$ cat src/rtl/closest_hit_select.sv
// closest_hit_select: scans a stream of ray/triangle test results and keeps
// the nearest qualifying hit (flagged, beyond EPS, strictly closer than best).
// The captured ray plus the winning hit are presented until downstream accepts.
module closest_hit_select #(
  parameter logic [31:0] DIST_MAX = 32'h7FFF_FFFF,
  parameter logic [31:0] EPS      = 32'h0000_0001,
  parameter int unsigned IDX_W    = 16,
  parameter int unsigned RAY_W    = 192,
  parameter int unsigned TRIG_W   = 288
) (
  input  logic              clk,
  input  logic              rst_n,
  input  logic              start,
  input  logic [RAY_W-1:0]  ray_in,
  input  logic              hit_valid,
  output logic              hit_ready,
  input  logic              hit_flag,
  input  logic [31:0]       hit_dist,
  input  logic [TRIG_W-1:0] hit_trig,
  input  logic [31:0]       hit_of,
  input  logic              hit_last,
  output logic              res_valid,
  input  logic              res_ready,
  output logic              res_found,
  output logic [RAY_W-1:0]  res_ray,
  output logic [TRIG_W-1:0] res_trig,
  output logic [31:0]       res_dist,
  output logic [31:0]       res_of,
  output logic [IDX_W-1:0]  res_idx
);

  localparam logic [1:0] S_IDLE = 2'd0;
  localparam logic [1:0] S_SCAN = 2'd1;
  localparam logic [1:0] S_DONE = 2'd2;

  localparam logic signed [31:0] EPS_S = EPS;

  logic [1:0]        state_q, state_d;
  logic [RAY_W-1:0]  ray_q, ray_d;
  logic [31:0]       best_q, best_d;
  logic [TRIG_W-1:0] trig_q, trig_d;
  logic [31:0]       of_q, of_d;
  logic [IDX_W-1:0]  idx_q, idx_d;
  logic [IDX_W-1:0]  cnt_q, cnt_d;
  logic              found_q, found_d;

  logic signed [31:0] dist_s;
  logic signed [31:0] best_s;
  logic               beat_acc;
  logic               qualify;

  assign dist_s   = hit_dist;
  assign best_s   = best_q;
  assign beat_acc = hit_valid && (state_q == S_SCAN);
  // Strict less-than keeps the earlier triangle on equal distances.
  assign qualify  = hit_flag && (dist_s > EPS_S) && (dist_s < best_s);

  // Next-state and result-register update logic.
  always_comb begin
    state_d = state_q;
    ray_d   = ray_q;
    best_d  = best_q;
    trig_d  = trig_q;
    of_d    = of_q;
    idx_d   = idx_q;
    cnt_d   = cnt_q;
    found_d = found_q;
    case (state_q)
      S_IDLE: begin
        if (start) begin
          state_d = S_SCAN;
          ray_d   = ray_in;
          best_d  = DIST_MAX;
          trig_d  = '0;
          of_d    = '0;
          idx_d   = '0;
          cnt_d   = '0;
          found_d = 1'b0;
        end
      end
      S_SCAN: begin
        if (beat_acc) begin
          if (qualify) begin
            best_d  = hit_dist;
            trig_d  = hit_trig;
            of_d    = hit_of;
            idx_d   = cnt_q;
            found_d = 1'b1;
          end
          cnt_d = cnt_q + IDX_W'(1);
          if (hit_last) begin
            state_d = S_DONE;
          end
        end
      end
      S_DONE: begin
        if (res_ready) begin
          state_d = S_IDLE;
        end
      end
      default: state_d = S_IDLE;
    endcase
  end

  // State and result registers; async reset abandons any search in progress.
  always_ff @(posedge clk or negedge rst_n) begin
    if (!rst_n) begin
      state_q <= S_IDLE;
      ray_q   <= '0;
      best_q  <= DIST_MAX;
      trig_q  <= '0;
      of_q    <= '0;
      idx_q   <= '0;
      cnt_q   <= '0;
      found_q <= 1'b0;
    end else begin
      state_q <= state_d;
      ray_q   <= ray_d;
      best_q  <= best_d;
      trig_q  <= trig_d;
      of_q    <= of_d;
      idx_q   <= idx_d;
      cnt_q   <= cnt_d;
      found_q <= found_d;
    end
  end

  assign hit_ready = (state_q == S_SCAN);
  assign res_valid = (state_q == S_DONE);
  assign res_found = found_q;
  assign res_ray   = ray_q;
  assign res_trig  = trig_q;
  assign res_dist  = best_q;
  assign res_of    = of_q;
  assign res_idx   = idx_q;

endmodule

$ cat config.mk
export PLATFORM = sky130hd
export DESIGN_NAME = closest_hit_select
export DESIGN_NICKNAME = d
export VERILOG_FILES = /design/src/rtl/closest_hit_select.sv
export SDC_FILE = /design/constraint.sdc
export NUM_CORES = 1
export LEC_CHECK = 0
export ABC_AREA = 1
export ABC_CLOCK_PERIOD_IN_PS = 3400
export BUFFER_PORTS_ARGS = -buffer_cell sky130_fd_sc_hd__buf_2
export CAP_MARGIN = 20
export CORE_AREA = 3 3 430 432
export DETAILED_ROUTE_END_ITERATION = 10
export DIE_AREA = 0 0 433 435
export GPL_ROUTABILITY_DRIVEN = 0
export SKIP_LAST_GASP = 1
export SYNTH_ARGS = -nofsm -noshare
export SYNTH_HDL_FRONTEND = slang
export SYNTH_SLANG_ARGS = --single-unit
$ cat constraint.sdc
create_clock -name clk -period 3.4 [get_ports clk]
set_clock_uncertainty 0.2 [all_clocks]
set_input_delay 0.34 -clock clk [delete_from_list [all_inputs] [get_ports clk]]
set_output_delay 0.34 -clock clk [all_outputs]
set_load 0.01 [all_outputs]
; Word-level counts from Yosys, hierarchy flattened
; Index checks and enable logic that the tools add are counted.
; W data, S select, Z words.
[totals]
regBits = 579
latchBits = 0
mem_bits_rw = 0
romBits = 0
in_bits = 551
out_inout_bits = 563
elab_cells = 54
memories = 0
[classes]
n_addsub = 1
multipliers = 0
n_div = 0
n_lt_le_gt_ge = 2
eq_ne = 7
n_shift = 0
mux = 27
n_bitwise = 0
reduce_logical = 9
[op_table]
columns = cell, n
row1 = $mux W288, 3
row2 = $pmux W288 S2, 1
row3 = $mux W32, 6
row4 = $pmux W32 S2, 2
row5 = $mux W16, 4
row6 = $pmux W16 S2, 2
row7 = $gt A32 B2 Y1 const B, 1
row8 = $lt A32 B32 Y1, 1
row9 = $add A16 B1 Y16 const B, 1
row10 = $mux W2, 4
row11 = $ne A2 B1 Y1 const B, 4
row12 = $reduce_and A4 Y1, 2
row13 = $pmux W2 S3, 1
row14 = $logic_and A1 B1 Y1, 3
row15 = $mux W1, 3
row16 = $reduce_and A3 Y1, 1
row17 = $eq A2 B1 Y1 const B, 1
row18 = $eq A2 B2 Y1 const B, 1
row19 = $logic_not A2 Y1, 1
row20 = $ne A2 B2 Y1 const B, 1
row21 = $pmux W1 S2, 1
row22 = $reduce_and A2 Y1, 1
row23 = $reduce_bool A2 Y1, 1

; Logic depth before layout (Yosys ltp)
[depth]
depth_word = 6
ltp_mapped = 20
ltp_nobuf = 18

; Worst setup path after synthesis
; OpenSTA, ideal clock, no wires.
[synth_timing]
path_kind = register to register
startpoint = register best_q[5], in the netlist res_dist[5]
endpoint = register of_q[29], in the netlist res_of[29]
setup_time_ps = 117
t_arrival_ps = 2152
t_required_ps = 3083
slack_ps = 931
path_stages_with_launch = 19
path_buffers = 2
synth_period_minus_slack_ps = 2469
path_cell_list = dfstp_2 -> inv_1 -> ha_1 -> a21oi_1 -> nor2_1 -> nor3_1 -> nand2_1 -> nand2_1 -> nand2_1 -> nand2_1 -> nand2_1 -> nand2_1 -> nand3_2 -> nand2_4 -> nand2_2 -> buf_4 -> buf_2 -> nand2_1 -> nand2_1
[synth_between]
elab_chain_cells = 4
[synth_rtl]
columns = element, line
row1 = from (decl), 40  ; logic [31:0] best_q, best_d;
row2 = from (signal assigned), 119  ; best_q <= best_d;
row3 = $lt A32 B32 Y1, 56  ; assign qualify = hit_flag && (dist_s > EPS_S) && (dist_s < best_s);
row4 = $logic_and A1 B1 Y1, 56
row5 = $ne A2 B1 Y1 (no line), n/a
row6 = $reduce_and A4 Y1 (no line), n/a
row7 = to (signal assigned), 112  ; of_q <= '0;
row8 = to (signal assigned), 121  ; of_q <= of_d;
row9 = to (decl), 42  ; logic [31:0] of_q, of_d;
; No other way between the ends.
; A chain may end at the register's enable or synchronous reset.

; Worst setup path after layout
[layout_timing]
startpoint = register best_q[13], in the netlist res_dist[13]
endpoint = register trig_q[77], in the netlist res_trig[77]
[layout_between]
elab_chain_cells = 4
[layout_rtl]
columns = element, line
row1 = $lt A32 B32 Y1, 56
row2 = $logic_and A1 B1 Y1, 56
row3 = $ne A2 B1 Y1 (no line), n/a
row4 = $reduce_and A4 Y1 (no line), n/a
row5 = to (signal assigned), 120  ; trig_q <= trig_d;
row6 = to (decl), 41  ; logic [TRIG_W-1:0] trig_q, trig_d;
; No other way between the ends.

==> qor.yml <==
gr-usage-met1: 0.172
hpwl_um: 113000
power.density_nw_per_um2: 912
synth-adder-area-share: 0.0153
crit_arrival_ns: 3.56
cts_sinks: 579
endpoint: "res_trig[77]$_DFFE_PN0P_"
num_io_pins: 1114
synth_simple_gate_area_share: 0.250
cp_cell_sequence: "inv_1 > ha_1 > a21oi_1 > o21ai_0 > a21oi_1 > nand2_1 > nand2_1 > nand2_1 > nand2_1 > nand3_2 > nand2_8 > buf_12 > buf_4 > nand3_1 > nand2_1"
core.rowCount: 156
r2r_end: "res_trig[77]$_DFFE_PN0P_"
synth_xor_area_frac: 0
ys_ff_latch: 579
initial_utilization: 0.144
hold_path_class: "in2async"
fin_crit_sh: 0.929
seqPwrFrac: 0.321
fmax_mhz: 317
syn_nets: 3577
synthesis.area_um2: 26100
clock_power_share: 0.205
rsz0062_at_grt: "false"
timing.hold.ws_ns: 0.0158
synth_ff_type: "dfrtp_1"
end_kind: "flop"
finalSetupTns_ns: 0
yosysTopAreaCell: "dfrtp_1"
utilization: 0.237
synthCells: 2994
synth-edff-count: 0
final_cell_area_um2: 42800
period_needed_ns: 3.16
fp.coreArea_um2: 181000
grt_pass1_vias: 28522
ys_seq_area_frac: 0.556
placed_cells: 6365
synth_top_family_by_area: "simple AND/OR/NAND/NOR gates"
hold_violations: 0
synth_compound_area_frac: 0.00957
use_met3: 0.0671
area_growth_pct: 63.9
reg2regPathDepth: 15
routedWlPerCell_um: 20.8
ys_top_cells_by_area: "dfrtp_1 52%, nand2_1 11%, mux2_2 8.3%"
ir_worst_vdd_mv: 0.583
yosysTopAreaCellShare: 0.525
wl_um: 148000
p_sw_frac: 0.451
status: "finished, final reports clean"
grt_start_max_net_pins: 164
cp_slowest_cell: "dfstp_2"
p_int_mw: 21.4
worstSetupPathDepth: 15
fin_nets: 5204
grtUsageTotal: 0.150
path_buf_inv: 3
port_buffers: 1113
routed_via_density: 3.94
max_slew_margin: 0.377
ys_top_cells_by_count: "787 x nand2_1, 548 x dfrtp_1, 380 x inv_1, 376 x nand3_1, 355 x nor2_1"
start_kind: "flop"
rr_startpoint: "res_dist[13]$_DFFE_PN1P_"
total_power_mw: 39.1
grt_overflow: 0
syn_area_per_cell_um2: 8.73
htree_levels: 3
die_w_um: 433
cp_common_cell: "nand2_1"
first_iter_violations: 2380
dr.pass1.iters: 6
fin_ws_ns: 0.241
clk_pin_slew_ns: 0.06
postCtsSetupBuffers: 0
grt_pass1_wl_um: 207000
met2_usage: 0.241
rrSetupSlack_ns: 0.24
clock_tree.root_cell: "clkbuf_16"
layout-drive-gt1-share: 0.336
post-route-drc-count: 0
drv_cap: 0
vias: 27956
power_leakage_nw: 23.2
setup_viol: 0
pre_cts_slack_ns: 0.106
antenna_found_initial: 42
yosysUniqueCellTypes: 28
pwr-share-comb: 0.473
cts_tree: "done"
p_sw_mw: 17.6
placed_area_um2: 34800
cp_max_fo: 46
grt-busiest-layer: "met2"
drv_slew: 0
worst_pin_slew_ns: 0.934
critical_path_class: "reg2reg"
die_h_um: 435
synthArstFlopShare: 1.00
synthMuxAreaShare: 0.0827
numCtsBuffers: 74
dieArea_um2: 188000
synth_most_common_cell: "nand2_1"
critPathTopFamily: "simple AND/OR/NAND/NOR gates"
clock_latency_ns: 0.68
required_ns: 3.80
antenna_left: 0
startpoint: "res_dist[13]$_DFFE_PN1P_"
yosys_warnings: 0
critPathMaxStageDelay_ns: 0.54
clock_path_buffers: 3
fin_cells: 7089
[routing by layer]
| metal | share of wire | vias up |
|---|---|---|
| met1 | 0.37 | 13715 |
| met4 | 0.044 | 10 |
| met2 | 0.46 | 1364 |
| met3 | 0.12 | 316 |
| li1 | - | 12551 |
| met5 | 0.00047 | - |
[registers in the layout (all words and copies together), names as in the netlist]
| name | count |
|---|---|
| res_trig | 288 |
| res_ray | 192 |
| res_dist | 32 |
| res_of | 32 |
| cnt_q | 16 |
| res_idx | 16 |
| state_q | 2 |
| res_found | 1 |
[cells by family after synthesis]
logic type               Yosys count
flip-flops                       579
buffers and inverters            566
adder cells (fa/ha/maj)           32
AO/OA/AOI/OAI                     49
multiplexers                     192
AND/OR/NAND/NOR                 1576
[timing repair]
item,in CTS,in global routing
setup endpoints to repair,0,35
resized for setup,0,2
hold buffers,549,0
hold endpoints to repair,735,0
[worst min path at each step]
stage	slack (ns)	to	cells past startpoint
floorplan	-0.16	cnt_q[0]$_DFFE_PN0P_	0
global placement	0.20	res_ray[155]$_DFFE_PN0P_	1
detailed placement	0.21	res_ray[126]$_DFFE_PN0P_	1
CTS	0.01	res_ray[126]$_DFFE_PN0P_	2
global route	0.06	res_ray[126]$_DFFE_PN0P_	2
finish	0.02	res_ray[126]$_DFFE_PN0P_	2
[layout by cell type, fill, tap and decap left out, types with 3 or more instances in the layout]
cell type,count
a21oi_1,29
nand2_8,3
nor4_1,7
inv_1,379
buf_2,1112
inv_6,5
nand2_1,787
nand4_1,4
clkbuf_8,17
dfstp_2,31
clkinv_4,3
clkinv_2,8
or2_2,30
buf_4,45
nor2_2,3
ha_1,32
nor3_1,6
buf_12,24
mux2_2,192
clkinvlp_4,4
nor2_1,355
diode_2,41
dfrtp_1,548
clkbuf_1,15
clkbuf_16,75
o21ai_0,16
nand3_1,376
inv_8,3
dlygate4sd3_1,549
[power by group through the flow]
stage                     logic (mW)  registers (mW)  clock network [mW]
after floorplan                 7.28            13.7                   0
after global placement          17.7            12.3                   0
after detailed placement        17.8            12.5                   0
after CTS                       18.4            12.4                8.29
after global routing            20.1            12.9                8.54
final                           18.5            12.6                8.02
[final cells by class]
class	instances	area [µm²]
sequential	579	14500
fill	19448	138000
multi-input combinational	1849	9390
tap	2370	2970
antenna	41	103
inverter	383	1450
clock inverter	27	308
clock buffer	106	2140
timing repair buffer	1734	12000
(Power assumes the default switching activity.)
